==> src/rtl/rgb2ycrcb_ctrl.sv <==
// Sequencing controller around the rgb2ycrcb converter: feeds one frame of RGB pixels,
// catches the converted results in a small FIFO and uses credits so the converter never overruns it.
`timescale 1ns/1ps
module rgb2ycrcb_ctrl #(
   parameter int IMG_W      = 640,
   parameter int IMG_H      = 480,
   parameter int LATENCY    = 3,
   parameter int FIFO_DEPTH = 4
) (
   input  logic        clk,
   input  logic        rst,
   input  logic        start,
   output logic        busy,
   output logic        done,
   input  logic        s_valid,
   output logic        s_ready,
   input  logic [23:0] s_data,
   output logic        cc_enable,
   output logic [23:0] cc_data_in,
   input  logic [23:0] cc_data_out,
   input  logic        cc_enable_out,
   output logic        m_valid,
   input  logic        m_ready,
   output logic [23:0] m_data,
   output logic        m_last
);

   localparam int TOTAL = IMG_W * IMG_H;
   localparam int CW    = $clog2(TOTAL + 1);
   localparam int PW    = (FIFO_DEPTH > 1) ? $clog2(FIFO_DEPTH) : 1;
   localparam int FCW   = $clog2(FIFO_DEPTH + 1);
   localparam int IFW   = $clog2(LATENCY + 2);
   localparam int SW    = $clog2(FIFO_DEPTH + LATENCY + 2) + 1;

   typedef enum logic [1:0] {
      IDLE  = 2'd0,
      RUN   = 2'd1,
      DRAIN = 2'd2
   } state_t;

   state_t          state;
   state_t          state_nxt;
   logic [CW-1:0]   in_cnt;
   logic [CW-1:0]   out_cnt;
   logic [IFW-1:0]  in_flight;
   logic [FCW-1:0]  fifo_count;
   logic [PW-1:0]   rd_ptr;
   logic [PW-1:0]   wr_ptr;
   logic [23:0]     mem [FIFO_DEPTH];
   logic [SW-1:0]   reserved;
   logic            push;
   logic            pop;
   logic            issue;
   logic            credit_ok;
   logic            last_issue;
   logic            last_pop;
   logic            done_q;

   function automatic logic [PW-1:0] ptr_inc(input logic [PW-1:0] p);
      return (p == PW'(FIFO_DEPTH - 1)) ? '0 : p + PW'(1);
   endfunction

   // Every pixel inside the converter already owns a FIFO slot; a pop this cycle frees one early.
   assign push       = cc_enable_out;
   assign m_valid    = (fifo_count != '0);
   assign pop        = m_valid & m_ready;
   assign reserved   = SW'(in_flight) + SW'(fifo_count) - SW'(pop);
   assign credit_ok  = (reserved < SW'(FIFO_DEPTH));
   assign issue      = s_valid & s_ready;
   assign cc_enable  = issue;
   assign cc_data_in = s_data;
   assign last_issue = issue && (in_cnt == CW'(TOTAL - 1));
   assign last_pop   = (state == DRAIN) && pop && (out_cnt == CW'(TOTAL - 1));
   assign m_last     = m_valid && (out_cnt == CW'(TOTAL - 1));
   assign m_data     = m_valid ? mem[rd_ptr] : '0;
   assign done       = done_q;

   always_ff @(posedge clk or posedge rst) begin
      if (rst) begin
         state <= IDLE;
      end else begin
         state <= state_nxt;
      end
   end

   always_comb begin
      state_nxt = state;
      s_ready   = 1'b0;
      busy      = 1'b0;
      case (state)
         IDLE: begin
            if (start) state_nxt = RUN;
         end
         RUN: begin
            busy    = 1'b1;
            s_ready = credit_ok;
            if (last_issue) state_nxt = DRAIN;
         end
         DRAIN: begin
            busy = 1'b1;
            if (last_pop) state_nxt = IDLE;
         end
         default: state_nxt = IDLE;
      endcase
   end

   // Frame counters restart on an accepted start; done trails the final handshake by one cycle.
   always_ff @(posedge clk or posedge rst) begin
      if (rst) begin
         in_cnt  <= '0;
         out_cnt <= '0;
         done_q  <= 1'b0;
      end else begin
         done_q <= last_pop;
         if (state == IDLE && start) begin
            in_cnt  <= '0;
            out_cnt <= '0;
         end else begin
            if (issue) in_cnt <= in_cnt + CW'(1);
            if (pop)   out_cnt <= out_cnt + CW'(1);
         end
      end
   end

   always_ff @(posedge clk or posedge rst) begin
      if (rst) begin
         in_flight <= '0;
      end else begin
         case ({issue, push})
            2'b10:   in_flight <= in_flight + IFW'(1);
            2'b01:   in_flight <= in_flight - IFW'(1);
            default: in_flight <= in_flight;
         endcase
      end
   end

   always_ff @(posedge clk or posedge rst) begin
      if (rst) begin
         rd_ptr     <= '0;
         wr_ptr     <= '0;
         fifo_count <= '0;
      end else begin
         if (push) wr_ptr <= ptr_inc(wr_ptr);
         if (pop)  rd_ptr <= ptr_inc(rd_ptr);
         case ({push, pop})
            2'b10:   fifo_count <= fifo_count + FCW'(1);
            2'b01:   fifo_count <= fifo_count - FCW'(1);
            default: fifo_count <= fifo_count;
         endcase
      end
   end

   // Storage needs no reset: m_data is masked until an entry is valid.
   always_ff @(posedge clk) begin
      if (push) mem[wr_ptr] <= cc_data_out;
   end

   a_no_overflow: assert property (@(posedge clk) disable iff (rst)
      !(push && fifo_count == FCW'(FIFO_DEPTH)));
   a_no_stray_result: assert property (@(posedge clk) disable iff (rst)
      !(push && state == IDLE));

endmodule

==> config.mk <==
export PLATFORM = sky130hd
export DESIGN_NAME = rgb2ycrcb_ctrl
export DESIGN_NICKNAME = d
export VERILOG_FILES = /design/src/rtl/rgb2ycrcb_ctrl.sv
export SDC_FILE = /design/constraint.sdc
export NUM_CORES = 1
export LEC_CHECK = 0
export ABC_AREA = 1
export CAP_MARGIN = 0
export CORE_ASPECT_RATIO = 1.25
export CORE_MARGIN = 4
export CORE_UTILIZATION = 43
export DETAILED_ROUTE_END_ITERATION = 6
export GPL_TIMING_DRIVEN = 0
export PLACE_DENSITY = 0.66
export SLEW_MARGIN = 25
export SYNTH_ARGS = -nofsm -noshare
export SYNTH_HDL_FRONTEND = slang
export SYNTH_SLANG_ARGS = --single-unit
==> constraint.sdc <==
create_clock -name clk -period 4.15 [get_ports clk]
set_input_delay 0.83 -clock clk [delete_from_list [all_inputs] [get_ports clk]]
set_output_delay 0.83 -clock clk [all_outputs]
set_load 0.005 [all_outputs]
== Yosys cells after proc, flatten, opt, wreduce, memory -nomap -nowiden ==
Memory sizes are Yosys's and may differ from the RTL's.
Index checks and enable logic that the tools add are counted.

* Order comparisons: 1
* Equality and inequality tests: 13
* Muxes and demuxes: 17
* Bitwise gates (word level): 2
* $add $sub $neg: 10
* Reduce and logical (&&, ||, !) cells: 13

{| class="wikitable"
|+ Operators with widths
! cell !! number
|-
| 19-bit two-way mux || 4
|-
| 19-bit by 1-bit adder with 19-bit output (second input constant) || 2
|-
| 19-bit equality test (second input constant) || 2
|-
| 24-bit two-way mux || 1
|-
| 3-bit one-hot mux with 2 select lines || 2
|-
| 2-bit equality test (second input constant) || 5
|-
| 2-bit two-way mux || 5
|-
| 2-bit nonzero test || 4
|-
| 3-bit by 1-bit adder with 3-bit output (second input constant) || 2
|-
| 2-bit by 1-bit equality test with 1-bit output (second input constant) || 3
|-
| 2-bit inequality test (second input constant) || 3
|-
| 2-bit one-hot mux with 3 select lines || 1
|-
| 3-bit by 1-bit subtractor with 3-bit output (second input constant) || 2
|-
| 1-bit logical AND || 5
|-
| 5-bit by 3-bit less-than comparator with 1-bit output (second input constant) || 1
|-
| 4-bit by 1-bit subtractor with 5-bit output || 1
|-
| 2-bit by 1-bit adder with 2-bit output (second input constant) || 2
|-
| 3-bit by 3-bit adder with 4-bit output || 1
|-
| 1-bit two-way mux || 4
|-
| 3-bit AND reduction || 1
|-
| 3-bit nonzero test || 1
|-
| 1-bit AND || 2
|-
| 2-bit zero test || 1
|-
| 2-bit OR reduction || 1
|}

* Memories kept: 1
* RAM bits: 96
* Flip-flop bits (word level): 51
* Output and inout bits: 54
* Word-level logic and storage cells: 65
* Input port bits: 54

{| class="wikitable"
|+ Memory list
! name !! depth !! width !! read ports !! clocked after Yosys merged registers in !! write ports !! line !! RTL
|-
| mem || 4 || 24 || 1 || 0 || 1 || 49 || <nowiki>logic [23:0] mem [FIFO_DEPTH];</nowiki>
|}

== Depth between registers and ports, before layout ==
Gate-level depths: netlist of the first run.

* Depth in word-level cells: 9
* Gate-level depth with buffers: 19
* Depth with buffers taken out: 18

== Worst setup path after synthesis of the first run ==
No wires, ideal clock.

* Path type: input to register
* From: in m_ready
* To: reg in_flight[2]
* Path buffers: 1
* Data arrival time: 3.005 ns
* Slack: 1.014 ns
* Stages: 17
* Required time: 4.019 ns
* Setup time: 0.131 ns
* Cell sequence: nand2_2 inv_1 ha_1 inv_1 ha_1 nand2_1 nor2_1 nor2_1 nor2_2 nand3_2 buf_6 ha_1 inv_1 fa_1 a21oi_1 o21ai_0 xor2_1

* Cells in the longest elaborated chain, start to end: 7
* Elaborated cells between the ends (all ways): 9
* Classes of those cells: 1 x add/sub; 1 x order compare; 2 x eq/ne; 2 x mux; 2 x bitwise; 1 x reduce/logical

{| class="wikitable"
|+ RTL lines
! item !! line !! RTL
|-
| from (decl) || 23 || <nowiki>input logic m_ready,</nowiki>
|-
| 1-bit AND (*) || 66 || <nowiki>assign pop = m_valid & m_ready;</nowiki>
|-
| net pop || 52 || <nowiki>logic pop;</nowiki>
|-
| 4-bit by 1-bit subtractor with 5-bit output (*) || 67 || <nowiki>assign reserved = SW'(in_flight) + SW'(fifo_count) - SW'(pop);</nowiki>
|-
| 5-bit by 3-bit less-than comparator with 1-bit output (*) || 68 || <nowiki>assign credit_ok = (reserved < SW'(FIFO_DEPTH));</nowiki>
|-
| 1-bit two-way mux (*) || 90 || <nowiki>case (state)</nowiki>
|-
| 1-bit AND (*) || 69 || <nowiki>assign issue = s_valid & s_ready;</nowiki>
|-
| 2-bit by 1-bit equality test with 1-bit output / 2-bit equality test (equally long branches) || 129 || <nowiki>case ({issue, push})</nowiki>
|-
| 3-bit one-hot mux with 2 select lines / 2-bit nonzero test (equally long branches) || - ||
|-
| to (signal assigned) || 130 || <nowiki>2'b10: in_flight <= in_flight + IFW'(1);</nowiki>
|-
| to (signal assigned) || 131 || <nowiki>2'b01: in_flight <= in_flight - IFW'(1);</nowiki>
|-
| to (signal assigned) || 132 || <nowiki>default: in_flight <= in_flight;</nowiki>
|-
| to (decl) || 45 || <nowiki>logic [IFW-1:0] in_flight;</nowiki>
|}

Mark *: on every way through the listed nets, which the timed path passes. The rest lies on a longest branch.
A chain may end at the register's enable or synchronous reset.

== Worst setup path after layout of the first run ==
* From: in m_ready
* To: out s_ready

* Cells in the longest elaborated chain, start to end: 4

{| class="wikitable"
|+ RTL lines
! item !! line !! RTL
|-
| 1-bit AND || 66 ||
|-
| net pop || 52 ||
|-
| 4-bit by 1-bit subtractor with 5-bit output || 67 ||
|-
| 5-bit by 3-bit less-than comparator with 1-bit output || 68 ||
|-
| 1-bit two-way mux || 90 ||
|-
| to (decl) || 16 || <nowiki>output logic s_ready,</nowiki>
|}

The timed path passes the listed nets, and every way through them passes these cells.

==> impl_metrics.toml, run 1 <==
[yosys]
synth_edf_count = 96
ys.flop_type = "edfxtp_1"
syn_nets = 812
synthesis.area_sq_um = 7122
yosys-top-cells-count = "nor2_1 (147), edfxtp_1 (96), nand2_1 (93), o21ai_0 (73), inv_1 (68)"
async_reset_ff_share_pct = 34.69
seq_area_frac_synth_pct = 58.40
ys_types = 38
yosysTopAreaCellShare_pct = 40.48
synth_top_cell_by_area = "edfxtp_1"
syn_area_per_cell_sq_um = 9.650
ys_ff_latch = 147
synth_most_common_cell = "nor2_1"
synth_cells = 738
synth_area_leaders = "edfxtp_1 (40%), dfrtp_1 (18%), nor2_1 (7.7%)"
ys_warn_count = 0

[worst_setup_path]
worst_ep_arrival_time_ns = 2.96
critPathLaunchType = "input pin"
crit_path_max_incr_delay_ns = 0.50
cp_slowest_cell = "clkdlybuf4s50_1"
path_cells = "clkdlybuf4s50_1, nand2_4, clkinvlp_4, ha_1, inv_1, ha_1, nand2_1, nor2_1, nor2_1, nor2_2, nand2_1, inv_1, clkdlybuf4s50_1"
critPathTopFamily = "buffers and inverters"
critPathMaxFanout = 7
cp_num_buf_inv = 5
critical_path_class = "input pin to output pin"
end_kind = "output pin"
cp.required_ns = 3.32

[placed_design]
dp_hpwl_mm = 10.77
placed_area_sq_um = 8253
io_buffer_count = 83
routabilityCongestion = 0.8812
place_ws_ns = -0.1089

[clock_tree]
cts_buffer_depth = 2
cts_tree = "built"
cts_buffers = 17
h-tree-depth = 4
clkSlewWorstSetupHoldPaths_ns = 0.06
hold_buffers = 0
cts_sinks = 147
cts-root-buf = "clkbuf_16"
clk-insertion-delay-late_ns = 0.42

[sta]
fin_tns_setup_ns = 0
finClkSkew_ns = 0.009101
slew_headroom_pct = 35.41
layout_min_cycle_time_ns = 3.789
slew_violations = 0
setup_violations = 0
worst_slew_pin_slew_ns = 0.9629
timing.final.ws_setup_ns = 0.3614
max_freq_ghz = 0.2639
fin_crit_sh_pct = 91.29
final_hold_viol_count = 0
grt_setup_unrepaired = "false"
fin_hold_ws_ns = 0.4775

[cells_and_area]
diodes = 0
nets = 916
multi_input_area_sq_um = 2397
fillerInstances = 1402
final_cell_area_sq_um = 8882
syn_to_final_growth_pct = 24.72
seq_area_sq_um = 4159
drive_gt1_share_pct = 10.64

[power]
vdd_drop_max_v = 0.0003151
power.density_nw_per_um2 = 635.8
power_leakage_nw = 3.568
finalPower_mw = 5.647

[die]
die_height_um = 151.9
core-area_sq_um = 16200
fp-row-count = 52
pin_count = 108
dieArea_sq_um = 18700
die_x_um = 123.1
start_util_pct = 43.96

[detailed_routing]
detail-route-antenna-nets = 0
drc = 0
first_pass_iters = 4
drt_wl_total_mm = 15.65
vias = 5241
detail_route.wl_per_cell_um = 14.61
first_iter_violations = 289
viasPerCell = 4.894

[run_status]
status = "completed"

[global_route]
overflow = 0
grt_max_degree = 43
grt_antenna_before_repair = 1
grtUsageTotal_pct = 17.23
grt_pass1_wl_mm = 25.01
grt_pass1_vias = 5085

[hold_path]
holdCritPathClass = "flip-flop to flip-flop"

[run]
maxCapViolCount = 0
## power by group
group          leakage (nW)  internal [mW]  switching, mW  total, mW
sequential             1.57           1.85          0.113       1.97
combinational          1.71          0.891           1.22       2.11
clock                 0.294          0.914          0.653       1.57
total                  3.57           3.66           1.99       5.65
## layer usage
metal	routed length (um)	vias to the layer above	track usage [%]
met4	254	2	5.646
li1	-	2654	-
met3	806	23	4.425
met5	8	-	0
met2	7883	120	29.61
met1	6695	2442	20.97
## cells by family (layout without fill, tap and decap cells)
| group | after synthesis | after routing | share of synthesized area, % |
|---|---|---|---|
| AOI/OAI and AO/OA | 124 | 124 | 9.241 |
| xor gates and xnor gates | 17 | 17 | 2.091 |
| adders and majority gates | 20 | 20 | 3.725 |
| buffers and inverters | 121 | 238 | 8.011 |
| DFF | 147 | 147 | 58.40 |
| and+or+nand+nor | 309 | 309 | 18.53 |
## what timing repair did
action                     CTS  global route
gates resized for setup      1             3
setup buffers                1             0
setup endpoints to repair    1             1
cloned                       0             0
## flip-flops by register name, indices dropped and copies added (netlist names)
register,count
out_cnt,19
in_flight,3
in_cnt,19
mem,96
state,2
rd_ptr,2
done,1
wr_ptr,2
fifo_count,3
## worst paths after layout
check | startpoint | to | slack [ns] | depth (start not counted)
worst max-delay path | m_ready | s_ready | 0.36 | 13
worst min-delay path | fifo_count[0] | fifo_count[0] | 0.48 | 1
worst max register to register | fifo_count[0] | in_flight[2] | 1.03 | 19
worst min register to register | fifo_count[0] | fifo_count[0] | 0.48 | 1
max in group asynchronous | rst | rd_ptr[0] | 3.04 | 3
min in group asynchronous | rst | in_cnt[2] | 0.65 | 2
## metrics by stage
step | util, % | instances
finish | 54.83 | 1071
global placement | 50.76 | 1037
detailed placement | 50.94 | 1038
floorplan | - | 738
global route | 54.83 | 1071
CTS | 54.76 | 1071
## layout by cell type (no fill, tap or decap), types with 3 or more instances in the layout
master and count:
a21oi_1 40, buf_2 9, buf_4 26, clkbuf_1 13, clkbuf_16 17, clkdlybuf4s50_1 82
clkinv_1 3, clkinvlp_4 3, dfrtp_1 51, edfxtp_1 96, ha_1 18, inv_1 62
inv_2 3, inv_6 7, inv_8 4, nand2_1 93, nand3_1 32, nand4_1 14
nor2_1 147, nor3_1 10, o21ai_0 73, xnor2_1 5, xor2_1 12
## layout make-up
class | count | area share (%)
sequential | 147 | 46.82
multi-input combinational | 470 | 26.99
timing repair buffer | 85 | 9.776
clock buffer | 17 | 4.789
buffer | 50 | 3.437
inverter | 71 | 3.099
tap | 216 | 3.043
clock inverter | 15 | 2.043
Power figures use the tool's default switching activity.
==> run 2: changes to the inputs <==
--- a/config.mk
+++ b/config.mk
@@ -6,13 +6,16 @@
 export NUM_CORES = 1
 export LEC_CHECK = 0
 export ABC_AREA = 1
+export ABC_CLOCK_PERIOD_IN_PS = 4150
 export CAP_MARGIN = 0
 export CORE_ASPECT_RATIO = 1.25
 export CORE_MARGIN = 4
 export CORE_UTILIZATION = 43
+export CTS_CLUSTER_DIAMETER = 200
 export DETAILED_ROUTE_END_ITERATION = 6
 export GPL_TIMING_DRIVEN = 0
 export PLACE_DENSITY = 0.66
+export SKIP_CTS_REPAIR_TIMING = 1
 export SLEW_MARGIN = 25
 export SYNTH_ARGS = -nofsm -noshare
 export SYNTH_HDL_FRONTEND = slang
==> run 2 against run 1 <==
Clock power hardly changed. Critical path depth stayed put. Worst setup slack worse by 0.015 ns. Via count hardly changed. Global-route usage hardly changed. Die area stayed put. Count of clock-buffer cells in the layout stayed put. Sequential cell count stayed put. First-iteration DRC count is 2.8% higher. Critical path type unchanged. Largest cell class unchanged. Register-to-register slack worse by 0.02 ns.
==> impl_metrics.toml, run 2 (synthesized netlist as in run 1, its figures left out) <==
[die]
die_height_um = 151.9
dieArea_sq_um = 18700
pin_count = 108
die_x_um = 123.1
core-area_sq_um = 16200
fp-row-count = 52
start_util_pct = 43.96

[worst_setup_path]
critPathLaunchType = "input pin"
path_cells = "clkdlybuf4s50_1, nand2_4, clkinvlp_4, ha_1, inv_1, ha_1, nand2_1, nor2_1, nor2_1, nor2_2, nand2_1, inv_1, clkdlybuf4s50_1"
end_kind = "output pin"
crit_path_max_incr_delay_ns = 0.50
critical_path_class = "input pin to output pin"
critPathMaxFanout = 7
cp_slowest_cell = "clkdlybuf4s50_1"
cp.required_ns = 3.32
worst_ep_arrival_time_ns = 2.97
cp_num_buf_inv = 5
critPathTopFamily = "buffers and inverters"

[sta]
final_hold_viol_count = 0
setup_violations = 0
finClkSkew_ns = 0.008593
fin_crit_sh_pct = 91.66
fin_tns_setup_ns = 0
slew_violations = 0
worst_slew_pin_slew_ns = 0.9592
slew_headroom_pct = 35.66
layout_min_cycle_time_ns = 3.804
max_freq_ghz = 0.2629
grt_setup_unrepaired = "false"
timing.final.ws_setup_ns = 0.3460

[detailed_routing]
viasPerCell = 4.894
drt_wl_total_mm = 15.70
detail_route.wl_per_cell_um = 14.64
first_iter_violations = 297
first_pass_iters = 4
vias = 5246
detail-route-antenna-nets = 0
drc = 0

[cells_and_area]
fillerInstances = 1401
diodes = 0
final_core_util_pct = 54.87
max_flop_register = "mem"
nets = 917
syn_to_final_growth_pct = 24.82
drive_gt1_share_pct = 10.75
largest_register_ffs = 96
layout.cells.non_filler = 1072
final_cell_mix = "nor2_1 (147), edfxtp_1 (96), nand2_1 (93)"
layout_commonest_cell = "nor2_1"
top_regs = "mem x96, in_cnt x19, out_cnt x19"

[power]
p_seq_share_pct = 34.8
power_leakage_nw = 3.573
vdd_drop_max_v = 0.0003151
power.density_nw_per_um2 = 636.2
p_int_mw = 3.660
switching_power_mw = 1.995
p_clk_share_pct = 27.7
finalPower_mw = 5.655
power_frac_comb_pct = 37.5
swShare_pct = 35.28

[global_route]
grt_antenna_before_repair = 1
grt_max_degree = 43
grtUsageTotal_pct = 17.22
grt_pass1_wl_mm = 24.99
grt_pass1_vias = 5078
overflow = 0

[placed_design]
place_ws_ns = -0.1089
dp_hpwl_mm = 10.77
routabilityCongestion = 0.8812
io_buffer_count = 83
place_inst = 1038

[clock_tree]
cts_buffers = 17
cts_sinks = 147
clk-insertion-delay-late_ns = 0.42
cts_tree = "built"
cts_buffer_depth = 2
h-tree-depth = 4
clkSlewWorstSetupHoldPaths_ns = 0.06
cts-root-buf = "clkbuf_16"

[run]
maxCapViolCount = 0

[hold_path]
holdCritPathClass = "flip-flop to flip-flop"

[run_status]
status = "completed"
## run 2: layout make-up
cell class | instances | area, sq um | area share [%]
clock buffer | 17 | 425.4 | 4.785
buffer | 50 | 305.3 | 3.434
timing repair buffer | 86 | 875.8 | 9.852
clock inverter | 15 | 181.4 | 2.041
inverter | 71 | 275.3 | 3.096
sequential | 147 | 4159 | 46.78
tap | 216 | 270.3 | 3.040
multi-input combinational | 470 | 2397 | 26.97
## run 2: stage by stage
stage	cell area (sq um)	hold WS, ns
floorplan	7122	0.4465
global placement	8223	0.4622
detailed placement	8253	0.4652
CTS	8860	0.4789
global route	8890	0.5123
finish	8890	0.4760
## run 2: power by group through the flow
stage                     clock, mW  sequential, mW  combinational, mW
after CTS                      1.60            1.96               2.13
after global placement            0            1.99               2.09
after floorplan                   0            1.96               1.23
after global routing           1.67            1.99               2.38
final                          1.57            1.97               2.12
after detailed placement          0            1.99               2.12
## run 2: layer usage
metal  vias to the layer above  routed length [um]  global-route usage, %
met5                         -                   8                      0
met4                         2                 254                  5.646
met3                        23                 794                  4.425
met2                       127                7900                  29.58
met1                      2438                6737                  20.97
li1                       2656                   -                      -
## run 2: final timing paths
path,from,end,slack [ns],cells past startpoint
setup / recovery,m_ready,s_ready,0.35,13
hold / removal,fifo_count[0],fifo_count[0],0.48,1
setup reg to reg,fifo_count[0],in_flight[2],1.01,19
hold reg to reg,fifo_count[0],fifo_count[0],0.48,1
max in group asynchronous,rst,rd_ptr[0],3.04,3
min in group asynchronous,rst,in_cnt[2],0.65,2
